--- src/rtl/temp_sample_filter.sv ---
// temp_sample_filter: moving-average filter for a 12-bit signed temperature
// stream (0.0625 C/LSB) with a valid/ready handshake on both sides.
// Optional over-temperature alarm with hysteresis is built only when the
// macro TEMP_FILTER_ALARM_EN is defined; otherwise alarm is tied low.
//
// state   | meaning
// S_IDLE  | waiting for a sample, in_ready = enable
// S_ACCUM | update buffer, running sum, average and alarm (one cycle)
// S_OUT   | present out_data until out_ready
module temp_sample_filter #(
    parameter int                 AVG_LOG2 = 2,
    parameter logic signed [11:0] ALARM_HI = 12'sd480,
    parameter logic signed [11:0] ALARM_LO = 12'sd440
) (
    input  logic        clk,
    input  logic        rst_n,
    input  logic        enable,
    input  logic [15:0] in_data,
    input  logic        in_valid,
    output logic        in_ready,
    output logic [15:0] out_data,
    output logic        out_valid,
    input  logic        out_ready,
    output logic        alarm
);
    localparam int DEPTH = 1 << AVG_LOG2;
    localparam int SW    = 12 + AVG_LOG2;

    if (AVG_LOG2 < 1 || AVG_LOG2 > 4 || ALARM_LO >= ALARM_HI) begin : g_param_check
        $error("temp_sample_filter: illegal AVG_LOG2 or alarm thresholds");
    end

    typedef enum logic [1:0] {S_IDLE, S_ACCUM, S_OUT} state_t;

    state_t               state_q, state_d;
    logic signed [11:0]   sample_q, sample_d;
    logic signed [11:0]   buf_q [DEPTH];
    logic signed [11:0]   buf_d [DEPTH];
    logic [AVG_LOG2-1:0]  wr_ptr_q, wr_ptr_d;
    logic signed [SW-1:0] sum_q, sum_d;
    logic                 primed_q, primed_d;
    logic [11:0]          avg_q, avg_d;

    logic signed [SW-1:0] sample_ext, oldest_ext, sum_next;
    logic signed [11:0]   avg_new;
    logic                 unused_low_bits;

    assign unused_low_bits = ^in_data[3:0];

    // New running sum and average; the first sample after priming fills the window
    always_comb begin
        sample_ext = {{AVG_LOG2{sample_q[11]}}, sample_q};
        oldest_ext = {{AVG_LOG2{buf_q[wr_ptr_q][11]}}, buf_q[wr_ptr_q]};
        if (primed_q) begin
            sum_next = sum_q - oldest_ext + sample_ext;
        end else begin
            sum_next = sample_ext <<< AVG_LOG2;
        end
        avg_new = 12'(sum_next >>> AVG_LOG2);
    end

    // Next-state and datapath update for the three-state handshake FSM
    always_comb begin
        state_d  = state_q;
        sample_d = sample_q;
        buf_d    = buf_q;
        wr_ptr_d = wr_ptr_q;
        sum_d    = sum_q;
        primed_d = primed_q;
        avg_d    = avg_q;
        if (!enable) begin
            state_d  = S_IDLE;
            primed_d = 1'b0;
        end else begin
            case (state_q)
                S_IDLE: begin
                    if (in_valid) begin
                        sample_d = in_data[15:4];
                        state_d  = S_ACCUM;
                    end
                end
                S_ACCUM: begin
                    if (primed_q) begin
                        buf_d[wr_ptr_q] = sample_q;
                    end else begin
                        for (int i = 0; i < DEPTH; i++) begin
                            buf_d[i] = sample_q;
                        end
                    end
                    wr_ptr_d = wr_ptr_q + AVG_LOG2'(1);
                    sum_d    = sum_next;
                    avg_d    = avg_new;
                    primed_d = 1'b1;
                    state_d  = S_OUT;
                end
                S_OUT: begin
                    if (out_ready) begin
                        state_d = S_IDLE;
                    end
                end
                default: state_d = S_IDLE;
            endcase
        end
    end

    // State and datapath registers
    always_ff @(posedge clk or negedge rst_n) begin
        if (!rst_n) begin
            state_q  <= S_IDLE;
            sample_q <= '0;
            for (int i = 0; i < DEPTH; i++) begin
                buf_q[i] <= '0;
            end
            wr_ptr_q <= '0;
            sum_q    <= '0;
            primed_q <= 1'b0;
            avg_q    <= '0;
        end else begin
            state_q  <= state_d;
            sample_q <= sample_d;
            buf_q    <= buf_d;
            wr_ptr_q <= wr_ptr_d;
            sum_q    <= sum_d;
            primed_q <= primed_d;
            avg_q    <= avg_d;
        end
    end

    // in_ready is forced low while reset is asserted even if enable is high
    assign in_ready  = rst_n && enable && (state_q == S_IDLE);
    assign out_valid = (state_q == S_OUT);
    assign out_data  = {avg_q, 4'b0000};

`ifdef TEMP_FILTER_ALARM_EN
    logic alarm_q, alarm_d;

    // Hysteresis on each new average: set above ALARM_HI, clear below ALARM_LO
    always_comb begin
        alarm_d = alarm_q;
        if (enable && state_q == S_ACCUM) begin
            if (avg_new > ALARM_HI) begin
                alarm_d = 1'b1;
            end else if (avg_new < ALARM_LO) begin
                alarm_d = 1'b0;
            end
        end
    end

    // Alarm register, holds while the block is disabled
    always_ff @(posedge clk or negedge rst_n) begin
        if (!rst_n) begin
            alarm_q <= 1'b0;
        end else begin
            alarm_q <= alarm_d;
        end
    end

    assign alarm = alarm_q;
`else
    assign alarm = 1'b0;
`endif

endmodule

--- config.mk ---
export PLATFORM = sky130hd
export DESIGN_NAME = temp_sample_filter
export DESIGN_NICKNAME = d
export VERILOG_FILES = /design/src/rtl/temp_sample_filter.sv
export SDC_FILE = /design/constraint.sdc
export NUM_CORES = 1
export LEC_CHECK = 0
export CELL_PAD_IN_SITES_DETAIL_PLACEMENT = 0
export CELL_PAD_IN_SITES_GLOBAL_PLACEMENT = 1
export CORE_ASPECT_RATIO = 1.25
export CORE_MARGIN = 1.5
export CORE_UTILIZATION = 35
export DETAILED_ROUTE_END_ITERATION = 12
export GPL_ROUTABILITY_DRIVEN = 0
export GPL_TIMING_DRIVEN = 0
export MAX_ROUTING_LAYER = met4
export PLACE_DENSITY_LB_ADDON = 0.05
export SLEW_MARGIN = 10
export SYNTH_ARGS = -nofsm -noshare
export SYNTH_HDL_FRONTEND = slang
export SYNTH_SLANG_ARGS = --single-unit
--- constraint.sdc ---
create_clock -name clk -period 4.3 [get_ports clk]
set_input_delay 0.86 -clock clk [delete_from_list [all_inputs] [get_ports clk]]
set_output_delay 0.86 -clock clk [all_outputs]
set_load 0.02 [all_outputs]
# Word level (Yosys, flattened, before mapping)
# Cells that the tools add are included.
# word_totals
reg_bits,91
input_bits,21
output_inout_bits,19
elab_cells,42
# op_classes
n_addsub,3
n_lt_le_gt_ge,2
n_eq_ne,5
mux,14
bitwise_logic,1
n_reduce_logical,7
# ops
operator,count
bitwise mux 48 bit,1
two-way mux 48 bit,1
two-way mux 12 bit,3
binary-select mux 12 bit (select 2 bit),1
demux 12 bit (select 2 bit),1
adder 14 x 12 -> 14 bit,1
two-way mux 14 bit,1
subtractor 14 x 12 -> 14 bit,1
two-way mux 2 bit,3
case mux 2 bit (3 select lines),1
AND reduction 2 bit,2
greater-or-equal comparator 3 bit (second input constant),1
logical AND 1 bit,3
less-than comparator 3 x 1 -> 1 bit (second input constant),1
inequality test 3 x 2 -> 1 bit (second input constant),1
inequality test 3 bit (second input constant),1
NOT 2 -> 3 bit,1
AND reduction 3 bit,1
adder 2 x 1 -> 2 bit (second input constant),1
== test 2 x 1 -> 1 bit (second input constant),1
== test 2 bit (second input constant),1
zero test 2 bit,1
two-way mux 1 bit,2
inequality test 2 x 1 -> 1 bit (second input constant),1

# Logic depth before layout (Yosys ltp)
# depth
depth_word,7
mapped_depth,10
mapped_depth_nobuf,10

# Worst setup path before layout
# Ideal clock, no wire load.
# synth_timing
path_kind,register -> register
from,register wr_ptr_q[0]
to,register sum_q[13]
setup_ns,0.125
t_arrival_ns,3.144
required_time_ns,4.175
path_slack_ns,1.031
stages_incl_launch_ff,11
n_path_buf,1
synth_period_minus_slack_ns,3.269
path_cell_list,dfrtp_1 buf_2 mux4_2 fa_1 inv_1 ha_1 and2_2 and3_2 nand4_2 a21oi_2 mux2_2
# synth_between
elab_chain_len,7
# synth_lines
element,line_no,source
"start, declared",39,"logic [AVG_LOG2-1:0] wr_ptr_q, wr_ptr_d;"
"start signal, assigned",122,wr_ptr_q <= wr_ptr_d;
NOT 2 -> 3 bit (not written as such),53,"oldest_ext = {{AVG_LOG2{buf_q[wr_ptr_q][11]}}, buf_q[wr_ptr_q]};"
binary-select mux 12 bit (select 2 bit),53,
two-way mux 12 bit (not written as such) (2 in a row),53,
subtractor 14 x 12 -> 14 bit,55,sum_next = sum_q - oldest_ext + sample_ext;
adder 14 x 12 -> 14 bit,55,
two-way mux 14 bit,54,if (primed_q) begin
"end signal, assigned",123,sum_q <= sum_d;
"end, declared",40,"logic signed [SW-1:0] sum_q, sum_d;"
# No other way between the ends. The select of a mux whose other input is x is not followed.
# A chain may end at the register's enable or synchronous reset.

# Worst setup path after layout
# Ends and elaborated chain as after synthesis.

==> impl_metrics.py <==
metrics = {
    "status": {
        "status": "completed",
    },
    "synth": {
        "syn-cell-area_sq_mm": 0.00469,
        "synthCells": 411,
        "synthTopCellsByCount": "dfrtp_1 (79), inv_1 (53), mux2_2 (51), o21ai_0 (29), buf_4 (23)",
        "synth_top_area_share_pct": 42.2,
        "yosys.area.top_type": "dfrtp_1",
        "yosys.cell_count.top_type": "dfrtp_1",
        "ys_types": 56,
        "synth.area.top_cells": "dfrtp_1 (42%), mux2_2 (12%), mux4_2 (5.8%)",
        "ys_seq_elements": 79,
        "synth_edf_count": 0,
        "synth-seq-area-share_pct": 42.2,
        "postSynthAreaPerCell_sq_um": 11.4,
        "synthArstFlopShare_pct": 100,
        "ys_warn_count": 0,
        "synthFlopType": "dfrtp_1",
    },
    "timing": {
        "fin_crit_sh_pct": 85.9,
        "hold_violations": 0,
        "fmax_mhz": 271,
        "hold-worst-slack_ns": 0.396,
        "setup-violations-final": 0,
        "rsz0062_at_grt": "no",
        "tightest_slew_ns": 0.706,
        "fin_ws_ns": 0.608,
        "report.final.slew_viol_count": 0,
        "period_minus_slack_ns": 3.69,
        "max_slew_margin_pct": 52.9,
        "fin_skew_ns": 0.00907,
    },
    "critical_path": {
        "worst_setup_path_end_kind": "flip-flop",
        "r2r_setup_slack_ns": 0.61,
        "required_ns": 4.52,
        "start_kind": "flip-flop",
        "critPathArrivalTime_ns": 3.92,
        "cp_max_fo": 10,
        "critPathKind": "flip-flop to flip-flop",
    },
    "grt": {
        "grt_max_degree": 63,
        "gr-usage-all-layers_pct": 17.5,
        "antenna_found_initial": 0,
        "grt_pass1_wl_um": 17900,
        "grt-ovfl-total": 0,
        "first_global_vias": 3292,
    },
    "layout": {
        "fin_util_pct": 42.2,
        "finalNetCount": 510,
        "antenna_cells": 0,
        "area_growth_pct": 18.7,
        "fin_area_sq_mm": 0.00556,
        "drive_above_1_share_pct": 26.6,
    },
    "clock_tree": {
        "cts_root_buffer": "clkbuf_16",
        "htree_levels": 3,
        "clk_pin_slew_ns": 0.07,
        "holdBufCountCts": 0,
        "cts_sinks": 79,
        "worstSkewPairLatency_ns": 0.34,
        "post_cts_buffers": 0,
        "numCtsBuffers": 9,
        "cts_tree": "yes",
        "cts_resized": 0,
        "clockBufferDepth": 2,
    },
    "place": {
        "place.detailed.hpwl_um": 8190,
        "placed_area_sq_mm": 0.00524,
        "place.port_buffers": 30,
        "place_ws_ns": 0.550,
    },
    "route": {
        "firstDrtPassIters": 7,
        "drc": 0,
        "wl_per_cell_um": 17.5,
        "top_layer_used": "met4",
        "wirelength_um": 11100,
        "vias": 3101,
        "antenna_left": 0,
        "met2_length_um": 5400,
        "wl_met1_um": 5240,
        "vias_per_cell": 4.90,
        "dr.first_iter.drc_count": 104,
        "dr_wl_met3_um": 263,
    },
    "floorplan": {
        "dieArea_sq_mm": 0.0141,
        "die_w_um": 107,
        "start_util_pct": 35.6,
        "io_pins": 40,
        "die_h_um": 132,
        "core_area_sq_mm": 0.0132,
        "rows": 47,
    },
    "pwr": {
        "total_power_w": 0.00525,
        "power_leakage_nw": 2.54,
        "power_density_mw_per_mm2": 945,
        "peakVddDrop_v": 0.000287,
    },
    "worst_hold_path": {
        "holdCritPathClass": "primary input to async pin",
    },
    "flow_run": {
        "cap_violations": 0,
    },
}
[path summary, 6_finish.rpt]
kind	from	to	cells after the start
min in group clk	buf_q[16]	buf_q[16]	1
max in group asynchronous	rst_n	wr_ptr_q[0]	2
worst min register to register	buf_q[16]	buf_q[16]	1
worst max-delay path	wr_ptr_q[0]	sum_q[13]	10
worst min-delay path	rst_n	sample_q[9]	1
worst max register to register	wr_ptr_q[0]	sum_q[13]	10
[area by class of cell]
| type | count | area (sq um) |
|---|---|---|
| Buffer | 34 | 243 |
| Timing Repair Buffer | 31 | 325 |
| Clock buffer | 9 | 225 |
| Inverter | 53 | 199 |
| Multi-Input combinational cell | 249 | 2280 |
| Tap cell | 171 | 214 |
| Fill cell | 1322 | 7610 |
| Sequential cell | 79 | 1980 |
| Clock inverter | 7 | 95.1 |
[metal layers]
layer,GRT usage (%),vias to the layer above
met5,-,-
met4,5.56,0
met3,2.67,11
met2,27.4,35
met1,23.4,1557
li1,-,1498
[placed cells by master, fill, tap and decap left out, types with 9 or more instances in the layout]
master and instances:
fa_1 13, clkdlybuf4s50_1 29, nand2_1 21, dfrtp_1 79, a21oi_1 10, buf_4 24, o21ai_0 29, inv_1 53
ha_1 19, clkbuf_16 9, mux4_2 12, mux2_2 51, nor2_1 9, nand3_1 11
[state kept, by name (all words and copies together) (netlist names)]
signal / count
primed_q: 1
buf_q: 48
sum_q: 14
wr_ptr_q: 2
state_q: 2
sample_q: 12
[cells by family (layout without fill, tap and decap cells)]
kind of cell,count (synthesis),count (layout),share of synthesized area (%)
compound gates,79,79,11.1
simple gates,60,60,6.62
other cells,1,5,0.0800
fa+ha+maj,32,32,10.6
mux,66,66,18.7
xor+xnor,7,7,1.31
buf+inv,87,134,9.42
flops,79,79,42.2
[report_power, final]
part | switching, W | internal (W)
Sequential | 0.000191 | 0.00103
Clock | 0.000328 | 0.000511
Combinational | 0.00171 | 0.00148
Total | 0.00223 | 0.00302
[metrics by stage]
stage	setup TNS (ns)	std cells
2_1_floorplan	0	415
3_3_place_gp	-57.35	616
3_5_place_dp	0	617
4_1_cts	0	633
5_1_grt	0	633
6_report	0	633
[critical path, cell delays in order (launching register included)]
cell     delay, ns
dfrtp_1       0.50
buf_2         0.41
mux4_2        0.59
fa_1          0.50
inv_1         0.05
ha_1          0.37
o21ai_0       0.14
o21ai_2       0.29
nand4_2       0.19
a21oi_2       0.19
mux2_2        0.34
Note: power is estimated with default switching activity, not from simulation.
